**config.mk**
```make
export PLATFORM = sky130hd
export DESIGN_NAME = rr_arbiter_4
export DESIGN_NICKNAME = d
export VERILOG_FILES = /design/src/rtl/rr_arbiter_4.sv
export SDC_FILE = /design/constraint.sdc
export NUM_CORES = 1
export LEC_CHECK = 0
export ABC_AREA = 1
export BUFFER_PORTS_ARGS = -buffer_cell sky130_fd_sc_hd__buf_2
export CAP_MARGIN = 10
export CORE_MARGIN = 2
export CORE_UTILIZATION = 40
export DETAILED_ROUTE_END_ITERATION = 8
export GPL_ROUTABILITY_DRIVEN = 0
export PLACE_DENSITY = 0.64
export REMOVE_ABC_BUFFERS = 1
export SYNTH_ARGS = -nofsm -noshare
export SYNTH_HDL_FRONTEND = slang
export SYNTH_SLANG_ARGS = --single-unit
export TNS_END_PERCENT = 10
```
**constraint.sdc**
```tcl
create_clock -name clk -period 1.8 [get_ports clk]
set_clock_uncertainty 0.15 [all_clocks]
set_input_delay 0.27 -clock clk [delete_from_list [all_inputs] [get_ports clk]]
set_output_delay 0.27 -clock clk [all_outputs]
set_load 0.05 [all_outputs]
```
**src/rtl/rr_arbiter_4.sv**
```systemverilog
//==============================================================================
// Module      : rr_arbiter_4
// Description : Four-requester round-robin arbiter with done/hold-limit release
//               and a mandatory one-cycle gap between owners.
// Revision    : 1.0 - initial release
//==============================================================================
`default_nettype none

module rr_arbiter_4 #(
    parameter int MAX_HOLD = 8,
    parameter int CNT_W    = 4
) (
    input  logic       clk,
    input  logic       rst,
    input  logic [3:0] req,
    input  logic       done,
    output logic       any_req,
    output logic [3:0] gnt,
    output logic [1:0] gnt_id,
    output logic       busy,
    output logic       timeout
);

    localparam logic [CNT_W-1:0] c_max_hold = CNT_W'(MAX_HOLD);
    localparam logic [CNT_W-1:0] c_cnt_one  = CNT_W'(1);

    typedef enum logic [1:0] {
        ST_IDLE  = 2'd0,
        ST_GRANT = 2'd1,
        ST_GAP   = 2'd2
    } state_t;

    state_t           r_state;
    state_t           w_state_nxt;
    logic [1:0]       r_ptr;
    logic [1:0]       w_ptr_nxt;
    logic [3:0]       r_gnt;
    logic [3:0]       w_gnt_nxt;
    logic [1:0]       r_gnt_id;
    logic [1:0]       w_gnt_id_nxt;
    logic             r_busy;
    logic             w_busy_nxt;
    logic             r_timeout;
    logic             w_timeout_nxt;
    logic [CNT_W-1:0] r_hold_cnt;
    logic [CNT_W-1:0] w_hold_cnt_nxt;

    logic [7:0]       w_req_dbl;
    logic [3:0]       w_rot;
    logic [1:0]       w_win_off;
    logic [1:0]       w_win_id;
    logic             w_win_valid;
    logic [3:0]       w_win_onehot;
    logic             w_rel_req;
    logic             w_rel_done;
    logic             w_rel_max;

    assign any_req = |req;

    // Rotate so bit 0 is the requester just after the last owner; the lowest
    // set bit of the rotated vector is then the round-robin winner.
    assign w_req_dbl = {req, req};
    assign w_rot     = w_req_dbl[(3'(r_ptr) + 3'd1) +: 4];

    always_comb begin
        w_win_off = 2'd0;
        casez (w_rot)
            4'b???1: w_win_off = 2'd0;
            4'b??10: w_win_off = 2'd1;
            4'b?100: w_win_off = 2'd2;
            4'b1000: w_win_off = 2'd3;
            default: w_win_off = 2'd0;
        endcase
    end

    assign w_win_valid  = |w_rot;
    assign w_win_id     = r_ptr + 2'd1 + w_win_off;
    assign w_win_onehot = 4'b0001 << w_win_id;

    assign w_rel_req  = ~req[r_gnt_id];
    assign w_rel_done = done;
    assign w_rel_max  = (r_hold_cnt == c_max_hold);

    always_comb begin
        w_state_nxt    = r_state;
        w_ptr_nxt      = r_ptr;
        w_gnt_nxt      = r_gnt;
        w_gnt_id_nxt   = r_gnt_id;
        w_busy_nxt     = r_busy;
        w_timeout_nxt  = 1'b0;
        w_hold_cnt_nxt = r_hold_cnt;

        case (r_state)
            ST_IDLE, ST_GAP: begin
                if (w_win_valid) begin
                    w_state_nxt    = ST_GRANT;
                    w_gnt_nxt      = w_win_onehot;
                    w_gnt_id_nxt   = w_win_id;
                    w_busy_nxt     = 1'b1;
                    w_hold_cnt_nxt = c_cnt_one;
                end else begin
                    w_state_nxt    = ST_IDLE;
                    w_gnt_nxt      = 4'b0000;
                    w_gnt_id_nxt   = 2'd0;
                    w_busy_nxt     = 1'b0;
                    w_hold_cnt_nxt = '0;
                end
            end

            ST_GRANT: begin
                if (w_rel_req || w_rel_done || w_rel_max) begin
                    w_state_nxt    = ST_GAP;
                    w_gnt_nxt      = 4'b0000;
                    w_gnt_id_nxt   = 2'd0;
                    w_busy_nxt     = 1'b0;
                    w_ptr_nxt      = r_gnt_id;
                    w_hold_cnt_nxt = '0;
                    // Only a pure hold-limit release counts as a forced release
                    w_timeout_nxt  = w_rel_max && !w_rel_req && !w_rel_done;
                end else if (r_hold_cnt != c_max_hold) begin
                    w_hold_cnt_nxt = r_hold_cnt + c_cnt_one;
                end
            end

            default: begin
                w_state_nxt    = ST_IDLE;
                w_gnt_nxt      = 4'b0000;
                w_gnt_id_nxt   = 2'd0;
                w_busy_nxt     = 1'b0;
                w_hold_cnt_nxt = '0;
            end
        endcase
    end

    always_ff @(posedge clk or posedge rst) begin
        if (rst) begin
            r_state    <= ST_IDLE;
            r_ptr      <= 2'd3;
            r_gnt      <= 4'b0000;
            r_gnt_id   <= 2'd0;
            r_busy     <= 1'b0;
            r_timeout  <= 1'b0;
            r_hold_cnt <= '0;
        end else begin
            r_state    <= w_state_nxt;
            r_ptr      <= w_ptr_nxt;
            r_gnt      <= w_gnt_nxt;
            r_gnt_id   <= w_gnt_id_nxt;
            r_busy     <= w_busy_nxt;
            r_timeout  <= w_timeout_nxt;
            r_hold_cnt <= w_hold_cnt_nxt;
        end
    end

    assign gnt     = r_gnt;
    assign gnt_id  = r_gnt_id;
    assign busy    = r_busy;
    assign timeout = r_timeout;

endmodule

`default_nettype wire

```
==> results.txt <==
----------------------------------------------------
[STA]
  Ratio of final minimum period to clock period ... 112%
  Setup violators final ... 5
  Relative slew slack ... between 60% and 70%
  Peak Freq ... slightly below 500 MHz
  Setup repair after global routing missed its margin ... true
  Final setup TNS ... -939 ps
  Final critical delay including setup and external delays ... between 2000 and 2500 ps
  Slew at the pin with the worst max-slew slack ... 561 ps
  Number of hold violations in the final report ... 0
  Final-report max-slew violation count ... 0
  Worst setup margin ... -222 ps

[Global routing]
  Number of antenna violations at the first check in global routing ... 0
  Global-route wire length before repair ... 3210 um
  GR Util All Layers ... between 10% and 20%
  Maximum number of pins on one net before global-route repair ... 16
  Overflow after GRT ... 0
  Number of global-route vias before repair ... between 700 and 800

[Cells and area]
  Final core area utilization ... around three fifths
  Share of layout cells above drive strength 1 ... between 40% and 50%
  Non-Filler Cell Area, Final ... ~0.0012 mm^2
  Diodes inserted ... 0
  Signed area change from the synthesized netlist to the final layout ... 38.2%
  Fin nets ... about 160

[Floorplanning]
  Ports placed on the boundary ... 16
  Die Height ... 50.4 um
  Die Area ... between 0.002 and 0.003 mm^2
  Starting density of the core ... 43.0%
  Core area ... about 0.002 mm^2
  Std-Cell Rows ... 16
  Die X-Extent ... 50.4 um

[Detailed routing]
  Antenna viol nets, final ... 0
  DRT Pass-1 Iters ... 4
  Routed via count divided by cell count ... a little under 5
  Number of vias in the routed layout ... 843
  Detailed-route wire length per cell ... 11.7 um
  Detailed router's first-iteration violation count ... 23
  Count of unresolved DRC violations after routing ... 0
  DRT Wirelength ... just over 2000 um

[Synthesis]
  Number of warnings printed during yosys synthesis ... 0
  Cells after synthesis ... approximately 110
  Synthesized cell area ... approximately 860 um^2
  Flip-flop and latch count after synthesis ... 15
  Average instance area after synthesis ... slightly below 8 um^2
  Library cells used by synthesis ... 21
  Sequential share of the synthesized area ... between 40% and 50%

[Hold path]
  Hold WC Path Type ... input pin to flop

[Placed design]
  Placement Setup Slack ... -317 ps
  Half-perimeter wire length after detailed placement ... roughly 1400 um
  Area of placed instances ... between 0.001 and 0.0015 mm^2
  Port-buffer cells ... 15

[Pwr]
  Worst VDD drop ... 1060 uV
  Total power per unit cell area ... ~1700 mW/mm^2
  Leak pwr ... 0.647 nW
  Total power consumption of the routed design ... between 2 and 2.5 mW

[Run status]
  Violated checks ... negative setup slack
  Result of the run ... finished, violations left

[Setup path]
  CP Max Fanout ... 5
  Sort of element at the start of the critical path ... flop
  Endpoint arrival time on the critical path ... between 2000 and 2500 ps
  Type of the worst setup path ... flop to flop
  Category of the worst setup path capture point ... flop
  CP required ... ~1800 ps

[Flow run]
  Maximum Capacitance Violations ... 0

[Clocking]
  Maximum clock insertion buffer count ... 2
  Clock sinks ... 15
  Clock tree from TritonCTS ... done
  Number of clock buffers inserted by TritonCTS ... 3
  CTS clock-pin slew for the worst setup and hold paths ... about 90 ps
  Clock H-tree levels ... 1
  CTS Root Buffer Type ... sky130_fd_sc_hd__clkbuf_4
  Clock latency of the later-clocked register in the worst-skew pair ... just under 300 ps

----------------------------------------------------
==> report_power, final <==
| group | internal (mW) | total [mW] | switching (mW) |
|---|---|---|---|
| Sequential | 0.452 | 0.542 | 0.0894 |
| Combinational | 0.504 | 1.31 | 0.802 |
| Clock | 0.0862 | 0.196 | 0.110 |
| Total | 1.04 | 2.04 | 1.00 |
==> registers in the layout, indices dropped and copies added (netlist names) <==
signal	flops
timeout	1
busy	1
r_hold_cnt	4
r_ptr	2
gnt	4
gnt_id	2
r_state	1
==> synthesized netlist by cell type <==
cell                        n  area share (%)
sky130_fd_sc_hd__inv_2      1            0.44
sky130_fd_sc_hd__nand3_4    1             2.0
sky130_fd_sc_hd__dfrtp_1   13              38
sky130_fd_sc_hd__xor2_1     2             2.0
sky130_fd_sc_hd__o21ai_1    2             1.2
sky130_fd_sc_hd__buf_4      1            0.87
sky130_fd_sc_hd__ha_1       3             4.4
sky130_fd_sc_hd__o22ai_1    1            0.73
sky130_fd_sc_hd__dfstp_2    2             6.1
sky130_fd_sc_hd__a21oi_2    1             1.0
sky130_fd_sc_hd__nand3_1   15             8.7
sky130_fd_sc_hd__inv_1     15             6.5
sky130_fd_sc_hd__nand3_2    1             1.2
sky130_fd_sc_hd__clkinv_2   2             1.2
sky130_fd_sc_hd__nor2_1     7             3.1
sky130_fd_sc_hd__a21oi_1    1            0.58
sky130_fd_sc_hd__o211ai_1   1            0.87
sky130_fd_sc_hd__nand2_1   35              15
sky130_fd_sc_hd__nand4_1    2             1.5
sky130_fd_sc_hd__nand2_2    5             3.6
sky130_fd_sc_hd__xnor2_1    1             1.0
==> metal layers <==
metal,routed length [um],up-vias,GRT usage [%]
li1,-,416,-
met1,915,410,20.4
met2,1040,13,28.9
met3,40,4,1.79
met4,22,0,5.41
met5,0,-,0
==> critical path, stage by stage, from the launching register on <==
cell	delay (ps)
sky130_fd_sc_hd__dfstp_2	600
sky130_fd_sc_hd__inv_4	70
sky130_fd_sc_hd__nand2_2	80
sky130_fd_sc_hd__nand3_2	70
sky130_fd_sc_hd__nand2_2	90
sky130_fd_sc_hd__nand3_2	60
sky130_fd_sc_hd__nand2_1	60
sky130_fd_sc_hd__nand2_1	50
sky130_fd_sc_hd__ha_2	180
sky130_fd_sc_hd__xor2_2	150
sky130_fd_sc_hd__inv_1	70
sky130_fd_sc_hd__nand3_2	90
sky130_fd_sc_hd__nand2_2	80
sky130_fd_sc_hd__nand3_1	70
sky130_fd_sc_hd__nand2_1	50
==> worst paths after layout <==
path	depth (start not counted)	start	to	slack, ps
worst max-delay path	14	r_ptr[0]	gnt[0]	-220
worst min-delay path	4	done	timeout	70
worst max register to register	14	r_ptr[0]	gnt[0]	-220
worst min register to register	2	gnt[2]	gnt[2]	340
max in group asynchronous	3	rst	r_ptr[1]	710
min in group asynchronous	3	rst	r_hold_cnt[1]	420
==> placed cells by master, fill, tap and decap left out, drive strengths merged, types with 3 or more instances in the layout <==
master / netlist / layout
ha: 3 / 3
nor2: 7 / 7
inv: 16 / 16
nand2: 40 / 40
clkbuf: 0 / 4
nand3: 17 / 17
dfrtp: 13 / 13
buf: 1 / 30
==> timing repair <==
action	CTS	global route
endpoints found under the hold margin	13	0
hold buffers	1	0
gates resized for setup	6	11
setup buffers	3	4
pin swaps	8	4
setup endpoints to repair	6	6
==> cell families (layout without fill, tap and decap cells) <==
| logic type | Yosys count | count (layout) | share of synthesized area, % |
|---|---|---|---|
| adder cells (fa/ha/maj) | 3 | 3 | 4.36 |
| flip-flops | 15 | 15 | 43.9 |
| AND/OR/NAND/NOR | 66 | 66 | 35.3 |
| XOR/XNOR | 3 | 3 | 3.05 |
| AO/OA/AOI/OAI | 6 | 6 | 4.36 |
| buffers and inverters | 19 | 53 | 9.01 |
==> stage by stage <==
step	hold WS, ps	instances
after floorplan	20.0	111
after global placement	195	161
after detailed placement	207	161
after CTS	71.9	169
after global routing	95.3	173
final	69.0	173
==> layout make-up <==
cell class	instances	area (um^2)
clock buffers	4	26.3
fillers	196	812
inverters	18	72.6
multi-input cells	78	465
flip-flops and latches	15	378
well taps	27	33.8
repair buffers	31	214
No activity file was read; power rests on OpenSTA's default activity.
